<file path="config.mk">
export PLATFORM = sky130hd
export DESIGN_NAME = serial_operand_feeder
export DESIGN_NICKNAME = d
export VERILOG_FILES = /design/src/rtl/serial_operand_feeder.sv
export SDC_FILE = /design/constraint.sdc
export NUM_CORES = 1
export LEC_CHECK = 0
export CAP_MARGIN = 20
export CORE_MARGIN = 2
export CORE_UTILIZATION = 40
export CTS_CLUSTER_SIZE = 20
export DETAILED_ROUTE_END_ITERATION = 10
export PLACE_DENSITY = 0.72
export SLEW_MARGIN = 20
export SYNTH_ARGS = -nofsm -noshare
export SYNTH_HDL_FRONTEND = slang
export SYNTH_SLANG_ARGS = --single-unit
</file>
<file path="constraint.sdc">
create_clock -name clk -period 2.3 [get_ports clk]
set_clock_uncertainty 0.1 [all_clocks]
set_input_delay 0.345 -clock clk [delete_from_list [all_inputs] [get_ports clk]]
set_output_delay 0.345 -clock clk [all_outputs]
set_load 0.1 [all_outputs]
</file>
<file path="src/rtl/serial_operand_feeder.sv">
// Parallel-to-serial operand feeder for the bit-serial adder: latches an A/B/carry
// word, then streams it LSB first with per-bit framing flags.
module serial_operand_feeder #(
    parameter int WIDTH = 4
) (
    input  logic             clk,
    input  logic             rst,
    input  logic             in_valid,
    output logic             in_ready,
    input  logic [WIDTH-1:0] a_in,
    input  logic [WIDTH-1:0] b_in,
    input  logic             cin_in,
    input  logic             bit_en,
    input  logic             flush,
    output logic             a_bit,
    output logic             b_bit,
    output logic             c_init,
    output logic             bit_valid,
    output logic             first_bit,
    output logic             last_bit,
    output logic             state_dbg
);

    localparam int CW = $clog2(WIDTH);
    localparam logic [CW-1:0] CNT_LAST = CW'(WIDTH - 1);

    typedef enum logic {
        IDLE  = 1'b0,
        SHIFT = 1'b1
    } state_t;

    state_t           state, state_nx;
    logic [WIDTH-1:0] a_sh, a_nx;
    logic [WIDTH-1:0] b_sh, b_nx;
    logic             c_q, c_nx;
    logic [CW-1:0]    cnt, cnt_nx;

    always_ff @(posedge clk or negedge rst) begin
        if (!rst) begin
            state <= IDLE;
            a_sh  <= '0;
            b_sh  <= '0;
            c_q   <= 1'b0;
            cnt   <= '0;
        end else begin
            state <= state_nx;
            a_sh  <= a_nx;
            b_sh  <= b_nx;
            c_q   <= c_nx;
            cnt   <= cnt_nx;
        end
    end

    // Handshake: a pair transfers on the rising edge where in_valid && in_ready;
    // in_ready depends only on state, and the upstream may change a_in/b_in freely
    // while in_ready is low. Flush wins over both load and shift.
    always_comb begin
        state_nx = state;
        a_nx     = a_sh;
        b_nx     = b_sh;
        c_nx     = c_q;
        cnt_nx   = cnt;
        if (flush) begin
            state_nx = IDLE;
            cnt_nx   = '0;
        end else begin
            case (state)
                IDLE: begin
                    if (in_valid) begin
                        a_nx     = a_in;
                        b_nx     = b_in;
                        c_nx     = cin_in;
                        cnt_nx   = '0;
                        state_nx = SHIFT;
                    end
                end
                SHIFT: begin
                    if (bit_en) begin
                        if (cnt == CNT_LAST) begin
                            state_nx = IDLE;
                        end else begin
                            a_nx   = {1'b0, a_sh[WIDTH-1:1]};
                            b_nx   = {1'b0, b_sh[WIDTH-1:1]};
                            cnt_nx = cnt + CW'(1);
                        end
                    end
                end
                default: state_nx = IDLE;
            endcase
        end
    end

    assign in_ready  = (state == IDLE);
    assign bit_valid = (state == SHIFT);
    assign a_bit     = a_sh[0];
    assign b_bit     = b_sh[0];
    assign c_init    = c_q;
    assign first_bit = (state == SHIFT) && (cnt == '0);
    assign last_bit  = (state == SHIFT) && (cnt == CNT_LAST);
    assign state_dbg = state;

endmodule

</file>
Word-level counts from Yosys, hierarchy flattened

Index checks and enable logic that the tools add are counted.

Add/subtract/negate cells: 1
Equality and inequality tests: 7
Multiplexer cells: 18
Bitwise operators: 2
Reductions and logical operators: 6

Operators by type and width:

| operator                                              | number |
|---|---|
| 2-to-1 mux 4 bit                                      | 6 |
| case mux 4 bit (2 select lines)                       | 2 |
| 2-to-1 mux 2 bit                                      | 4 |
| inequality test 2 bit, second input constant          | 3 |
| inequality test 3 bit, second input constant          | 2 |
| AND reduction 3 bit                                   | 2 |
| 2-to-1 mux 1 bit                                      | 4 |
| case mux 2 bit (2 select lines)                       | 1 |
| AND reduction 4 bit                                   | 1 |
| inequality test 3 x 2 -> 1 bit, second input constant | 1 |
| adder 2 x 1 -> 2 bit, second input constant           | 1 |
| equality test 2 bit, second input constant            | 1 |
| logical AND 1 bit                                     | 2 |
| logical NOT 2 bit                                     | 1 |
| inverter 1 bit                                        | 2 |
| case mux 1 bit (2 select lines)                       | 1 |

Register bits: 12
Output and inout port bits: 8
Word-level logic and storage cells: 39

Longest topological paths before layout

Gate-level depths: netlist of run 1.

Depth after elaboration: 5
Mapped depth: 4
Gate-level depth less buffers: 4

Worst setup path before layout of run 1

OpenSTA, ideal clock, no wires.

Kind: reg2out
Start point: reg state (netlist: bit_valid)
End point: out last_bit
Arrival: 2.115 ns
Data required time: 1.855 ns
Setup slack: -0.260 ns
Stages on the path, launching flop included: 3
Path buffers: 1
Path through: dfrtp_1 buf_2 and2_1

Word-level cells in the longest chain between the ends: 1

Ends and longest elaborated chain:

| element                | RTL line | source |
|---|---|---|
| from (decl)            | 32       | `state_t state, state_nx;` |
| from (signal assigned) | 46       | `state <= state_nx;` |
| logical AND 1 bit      | 99       | `assign last_bit = (state == SHIFT) && (cnt == CNT_LAST);` |
| to (decl)              | 20       | `output logic last_bit,` |

Every way passes these cells.

Final worst setup path of run 1

Start point: reg cnt[0]
End point: reg a_sh[0]

Word-level cells in the longest chain between the ends: 3

Ends and longest elaborated chain:

| element                                | RTL line | source |
|---|---|---|
| from (decl)                            | 36       | `logic [CW-1:0] cnt, cnt_nx;` |
| from (signal assigned)                 | 50       | `cnt <= cnt_nx;` |
| equality test 2 bit                    | 79       | `if (cnt == CNT_LAST) begin` |
| inequality test 2 bit (no source line) | -        |  |
| AND reduction 4 bit (no source line)   | -        |  |
| to (signal assigned)                   | 47       | `a_sh <= a_nx;` |
| to (decl)                              | 33       | `logic [WIDTH-1:0] a_sh, a_nx;` |

Every way passes these cells.
A chain may end at the register's enable or synchronous reset.

==> summary.md, run 1 <==
| Metric | Value |
|---|---|
| Layout filler cell count | `about 120` |
| Total number of vias | `roughly 430` |
| Critical Path RT | `between 2 and 2.5 ns` |
| Fin Setup TNS | `0 ns` |
| End of the worst register-to-register path | `a_sh[0]` |
| Core area | `around 1500 um^2` |
| # clock sinks | `12` |
| RSZ-0062 raised after global routing | `no` |
| Worst Setup Path Type | `flop to flop` |
| ANT nets after route | `0` |
| Routed wire length per instance | `roughly 12 um` |
| Delay-heaviest family, CP | `flip-flops` |
| Postcts setup bufs | `0` |
| TritonCTS clock tree | `built` |
| Syn Nets | `65` |
| Crit path DAT | `between 1.5 and 2 ns` |
| Crit path time final | `1.77 ns` |
| Rows | `14` |
| Final period util | `between 70% and 80%` |
| Max H-tree Level | `1` |
| DR DRC count | `0` |
| Overall power | `0.691 mW` |
| Initial Util | `approximately two fifths` |
| Slew Limit Fails | `0` |
| Pre-antenna DRT Iters | `2` |
| Mean post-synth cell area | `about 13 um^2` |
| Die width | `43.5 um` |
| F_max | `between 0.5 and 0.6 GHz` |
| Gpl congestion | `roughly 0.73` |
| Vias in the first global route | `between 400 and 500` |
| Vias per std cell | `4.88` |
| Worst Setup End Kind | `flop` |
| Worst VDD drop | `approximately 0.5 mV` |
| CTS resizes | `0` |
| Worst slew pin tran | `between 0.5 and 0.6 ns` |
| Clock Tree Root | `clkbuf_4` |
| GRT Util Overall | `~14%` |
| Startpoint types | `flop` |
| DRT Wirelength | `roughly 1000 um` |
| Hpwl dp | `~780 um` |
| Relative slew slack | `about 66%` |
| Worst-path clk slew | `0.08 ns` |
| Largest net degree at the start of global routing | `17` |
| Yosys warns | `0` |
| Worst-Skew Late Latency | `approximately 0.27 ns` |
| Cell Chain, Critical Path | `ha_1, nand3b_2, a21oi_4, mux2_2` |
| Final setup violation count | `0` |
| CTS buffer count | `3` |
| Path depth of the worst reg2reg path | `4` |
| Worst Hold Class | `input pin to asynchronous set/reset pin` |
| Synthesized flop and latch total | `12` |
| Initial drt markers | `2` |
| CTS Hold Bufs | `0` |
| Boundary Pins | `22` |
| Chip height | `~43 um` |
| Critical path buffers and inverters | `0` |
| Power per cell area | `801 nW/um^2` |
| Crit Path Max Fanout | `8` |
| Max stage delay on crit path | `just under 0.4 ns` |
| CP max stage cell | `dfrtp_1` |
| Layout cells sized above 1 | `38.9%` |
| Status | `finished clean` |
| IO buf count | `21` |
| Cells after Synth | `49` |
| R2r setup slk | `roughly 0.53 ns` |
| Final hold viol count | `0` |
| NumNets Final | `slightly below 90` |
| Leakage | `0.373 nW` |
| Antenna violations before repair | `0` |
| CTS Buffer Depth | `2` |
| Sequential element share of the synthesized area | `about half` |
| Die area | `around 1900 um^2` |
| Mapped cell area | `a little over 600 um^2` |
| Synthesis-to-layout area growth | `38.4%` |
| Global route overflow | `0` |
| First-pass GRT wire length | `approximately 1900 um` |
| Distinct cell type count after synthesis | `18` |
| R2r startpoint | `cnt[0]` |
| ANT cells | `0` |
| Number of max-cap violations | `0` |
==> worst max-delay path by stage <==
stage	startpoint	to	slack, ns	cells after the start
6_report	cnt[0]	a_sh[0]	0.53	4
3_5_place_dp	bit_en	a_sh[0]	0.39	4
4_1_cts	cnt[0]	a_sh[0]	0.52	4
2_1_floorplan	bit_valid	first_bit	0.09	2
3_3_place_gp	bit_en	b_sh[3]	0.40	4
5_1_grt	cnt[0]	a_sh[0]	0.43	4
==> logic make-up (layout without fill, tap and decap cells) <==
| logic type | after synthesis | count (layout) | synth area share, % |
|---|---|---|---|
| fa+ha+maj | 2 | 2 | 4.02 |
| buf+inv | 5 | 28 | 3.81 |
| simple gates | 10 | 10 | 9.64 |
| compound gates | 5 | 5 | 7.23 |
| flops | 12 | 12 | 48.2 |
| mux | 15 | 15 | 27.1 |
==> state kept, by name, indices dropped and copies added (netlist names) <==
name       cells
cnt            2
b_sh           4
a_sh           4
bit_valid      1
c_init         1
==> through the flow <==
step,utilization (%),hold WS [ns],setup WS (ns),area [um^2],cells
after CTS,57.9,0.327,0.519,862,88
after floorplan,-,-0.0506,0.0861,626,49
after detailed placement,56.1,0.374,0.389,836,84
final,57.9,0.309,0.534,862,88
after global placement,56.1,0.367,0.399,836,84
after global routing,57.9,0.344,0.427,862,88
==> layer usage <==
| metal | vias up | global-route usage (%) | part of all wire (%) |
|---|---|---|---|
| met2 | 15 | 20.0 | 43 |
| met1 | 194 | 18.6 | 48 |
| met5 | - | 0 | 0 |
| met3 | 2 | 2.50 | 6.6 |
| li1 | 218 | - | - |
| met4 | 0 | 10.9 | 1.7 |
==> placed cells by master, fill, tap and decap left out <==
cell             instances
a21boi_0                 1
ha_1                     2
clkbuf_1                 1
mux2_2                  13
o32ai_1                  1
buf_4                    7
buf_12                   1
mux2_1                   2
a21oi_4                  1
a211oi_1                 1
clkbuf_4                 3
inv_1                    3
and2_1                   1
a21oi_1                  1
nand2_1                  1
clkdlybuf4s50_1         13
nand3b_2                 1
dfrtp_1                 11
and2_2                   1
nor2b_1                  2
nor2_1                   2
nand2b_1                 2
dfrtp_2                  1
==> layout make-up <==
| class | instances | area [um^2] | share of cell area, % |
|---|---|---|---|
| multi-input combinational | 32 | 300 | 34.8 |
| sequential | 12 | 302 | 35.0 |
| inverter | 3 | 11.3 | 1.31 |
| tap | 16 | 20.0 | 2.32 |
| clock buffer | 4 | 26.3 | 3.05 |
| timing repair buffer | 21 | 203 | 23.5 |
==> where the power goes <==
group          internal [mW]  switching, mW
Sequential             0.255         0.0252
Clock                 0.0670         0.0641
Combinational         0.0951          0.185
==> synth_stat cells <==
library cell / count / area, um^2
and2_1: 2 / 12.5
nand2_1: 1 / 3.75
ha_1: 2 / 25.0
a21boi_0: 1 / 7.51
dfrtp_1: 12 / 300
inv_1: 3 / 11.3
buf_4: 1 / 7.51
o32ai_1: 1 / 8.76
nand3b_2: 1 / 11.3
a21oi_1: 1 / 5.00
mux2_2: 13 / 146
a211oi_1: 1 / 7.51
a21oi_4: 1 / 16.3
nand2b_1: 2 / 12.5
nor2_1: 2 / 7.51
mux2_1: 2 / 22.5
buf_2: 1 / 5.00
nor2b_1: 2 / 12.5
No activity file was read; power rests on OpenSTA's default activity.
==> run 2: changes to the inputs <==
--- a/config.mk
+++ b/config.mk
@@ -7,7 +7,7 @@
 export LEC_CHECK = 0
 export CAP_MARGIN = 20
 export CORE_MARGIN = 2
-export CORE_UTILIZATION = 40
+export CORE_UTILIZATION = 38
 export CTS_CLUSTER_SIZE = 20
 export DETAILED_ROUTE_END_ITERATION = 10
 export PLACE_DENSITY = 0.72
==> constraint.sdc (replaced) <==
create_clock -name clk -period 1.45 [get_ports clk]
set_clock_uncertainty 0.1 [all_clocks]
set_input_delay 0.2175 -clock clk [delete_from_list [all_inputs] [get_ports clk]]
set_output_delay 0.2175 -clock clk [all_outputs]
set_load 0.1 [all_outputs]
==> summary.md, run 2 (synthesis results as in run 1) <==
| Metric | Value |
|---|---|
| Psw | `0.513 mW (+87%)` |
| Dpl ws | `-0.302 ns (-0.692 ns)` |
| Finished Cell Area | `1190 um^2 (+38%)` |
| Util after Layout | `78.1% (+20 points)` |
| Crit path time final | `1.59 ns` |
| NumNets Final | `101 (+13%)` |
| GRT Util Overall | `18.2% (+4.2 points)` |
| Relative slew slack | `86.3% (+21 points)` |
| Hpwl dp | `1020 um (+31%)` |
| Fin worst setup slack | `-0.142 ns (-0.675 ns)` |
| F_max | `0.628 GHz` |
| Number of max-cap violations | `0 (unchanged)` |
| Crit Path Max Fanout | `2 (-6)` |
| # clock sinks | `12 (unchanged)` |
| Critical path buffers and inverters | `3 (+3)` |
| Worst-path clk slew | `0.08 ns (about the same)` |
| Status | `finished with violations` |
| Worst VDD drop | `0.821 mV (+65%)` |
| Failing checks | `setup timing` |
| Layout Cells excl Fill | `100 (+14%)` |
| ANT nets after route | `0 (unchanged)` |
| Worst Setup Path Type | `flop to output port` |
| Vias in the first global route | `552 (+26%)` |
| Sequential power share | `33.0% (-7.5 points)` |
| Routed wire length per instance | `14.9 um (+28%)` |
| RSZ-0062 raised after global routing | `yes` |
| Layout cells sized above 1 | `63.1% (+24 points)` |
| Leakage | `0.530 nW (+42%)` |
| Largest net degree at the start of global routing | `13 (-4)` |
| Chip height | `44.5 um (+2.4%)` |
| Fin Setup TNS | `-1.51 ns (-1.51 ns)` |
| Commonest non-fill, non-tap cell in the layout | `clkdlybuf4s50_1` |
| DRT Wirelength | `1490 um (+45%)` |
| Placed insts | `91 (+8.3%)` |
| TritonCTS clock tree | `built` |
| Crit path DAT | `1.27 ns (-0.54 ns)` |
| Clock Tree Root | `clkbuf_4` |
| Max H-tree Level | `1 (unchanged)` |
| Power per cell area | `1170 nW/um^2 (+46%)` |
| Clk pwr share | `19.7% (+0.7 points)` |
| Boundary Pins | `22 (unchanged)` |
| Rows | `14 (unchanged)` |
| Worst slew pin tran | `0.205 ns (-0.306 ns)` |
| Worst Setup End Kind | `output port` |
| CTS Buffer Depth | `2 (unchanged)` |
| Initial drt markers | `2 (unchanged)` |
| Final setup violation count | `13 (+13)` |
| Critical Path RT | `1.13 ns (-1.22 ns)` |
| Total number of vias | `500 (+17%)` |
| Max stage delay on crit path | `0.40 ns (about the same)` |
| Gpl congestion | `0.664 (-9.0%)` |
| Pre-antenna DRT Iters | `4 (+2)` |
| Delay-heaviest family, CP | `flip-flops` |
| Internal Power | `0.879 mW (+110%)` |
| Final hold viol count | `0 (unchanged)` |
| CTS Hold Bufs | `0 (unchanged)` |
| Post-DP Area | `993 um^2 (+19%)` |
| CTS buffer count | `3 (unchanged)` |
| Die area | `1980 um^2 (+4.8%)` |
| First-pass GRT wire length | `2540 um (+35%)` |
| CP max stage cell | `dfrtp_1` |
| ANT cells | `0 (unchanged)` |
| Die width | `44.5 um (+2.4%)` |
| Initial Util | `40.9% (-0.96 points)` |
| Synthesis-to-layout area growth | `91.0%` |
| Worst Hold Class | `input pin to asynchronous set/reset pin` |
| Final period util | `110%` |
| Sw frac | `36.9% (-2.8 points)` |
| Global route overflow | `0 (unchanged)` |
| IO buf count | `21 (unchanged)` |
| Biggest regs | `a_sh x4, b_sh x4, cnt x2` |
| Vias per std cell | `5.00 (+2.6%)` |
| Slew Limit Fails | `0 (unchanged)` |
| Core area | `1520 um^2 (+2.4%)` |
| Startpoint types | `flop` |
| Commonest non-fill, non-tap cells in the layout | `clkdlybuf4s50_1 (13), dfrtp_1 (11), buf_12 (10)` |
| DR DRC count | `0 (unchanged)` |
| Comb pwr share | `47.3% (+6.8 points)` |
| Antenna violations before repair | `0 (unchanged)` |
| Cell Chain, Critical Path | `buf_6, inv_4, ha_4, and2_4, buf_12` |
| Worst-Skew Late Latency | `0.28 ns (about the same)` |
run 2: changes by cell type in the layout (fill, tap and decap cells not counted), moves of 2 or more:
| cell | change |
|---|---|
| mux2_1 | -2 |
| and2_4 | +2 |
| mux2_2 | -7 |
| inv_1 | -2 |
| buf_6 | +2 |
| ha_1 | -2 |
| buf_12 | +9 |
| mux2_4 | +9 |
run 2: power by group through the flow:
stage / logic, mW / registers, mW / clock network [mW]
final: 0.659 / 0.459 / 0.274
after global routing: 0.685 / 0.469 / 0.297
after CTS: 0.641 / 0.456 / 0.278
after detailed placement: 0.566 / 0.459 / 0
after global placement: 0.558 / 0.456 / 0
after floorplan: 0.175 / 0.618 / 0
run 2: metrics by stage:
stage | hold WS [ns] | power, mW
3_3_place_gp | 0.373 | 1.01
4_1_cts | 0.133 | 1.38
3_5_place_dp | 0.374 | 1.02
2_1_floorplan | -0.178 | 0.793
6_report | 0.128 | 1.39
5_1_grt | 0.154 | 1.45
run 2: area by class of cell:
cell class,instances,area [um^2]
Fill cell,99,334
Sequential cell,12,304
Inverter,3,17.5
Clock buffer,4,36.3
Multi-Input combinational cell,32,392
Tap cell,16,20.0
Timing Repair Buffer,33,420
run 2: path summary, 6_finish.rpt:
| check | startpoint | to | slack (ns) | cells past startpoint |
|---|---|---|---|---|
| max reg2reg | cnt[1] | b_sh[2] | -0.13 | 5 |
| min reg2reg | a_sh[3] | a_sh[3] | 0.42 | 1 |
| min in group clk | a_sh[3] | a_sh[3] | 0.42 | 1 |
| min | rst | c_init | 0.13 | 2 |
| max in group asynchronous | rst | bit_valid | 0.95 | 2 |
| max | cnt[0] | first_bit | -0.14 | 5 |
run 2: per-layer routing:
| layer | routed length [um] | vias up | global-route usage, % |
|---|---|---|---|
| li1 | - | 238 | - |
| met1 | 654 | 245 | 23.5 |
| met2 | 749 | 15 | 29.6 |
| met3 | 65 | 2 | 3.67 |
| met4 | 17 | 0 | 7.27 |
| met5 | 0 | - | 0 |
run 2: repair_timing:
action                                  CTS  global route
endpoints found under the hold margin     0             0
endpoints found under the setup margin   15            16
setup buffers                             4             1
gates resized for setup                  19             6
pin swaps                                 4             2
run 2: worst register-to-register path, stage by stage (launching register included):
cell and delay [ns]:
dfrtp_1 0.40, ha_2 0.21, nand3b_4 0.17, a21oi_4 0.15, buf_12 0.15, mux2_4 0.30
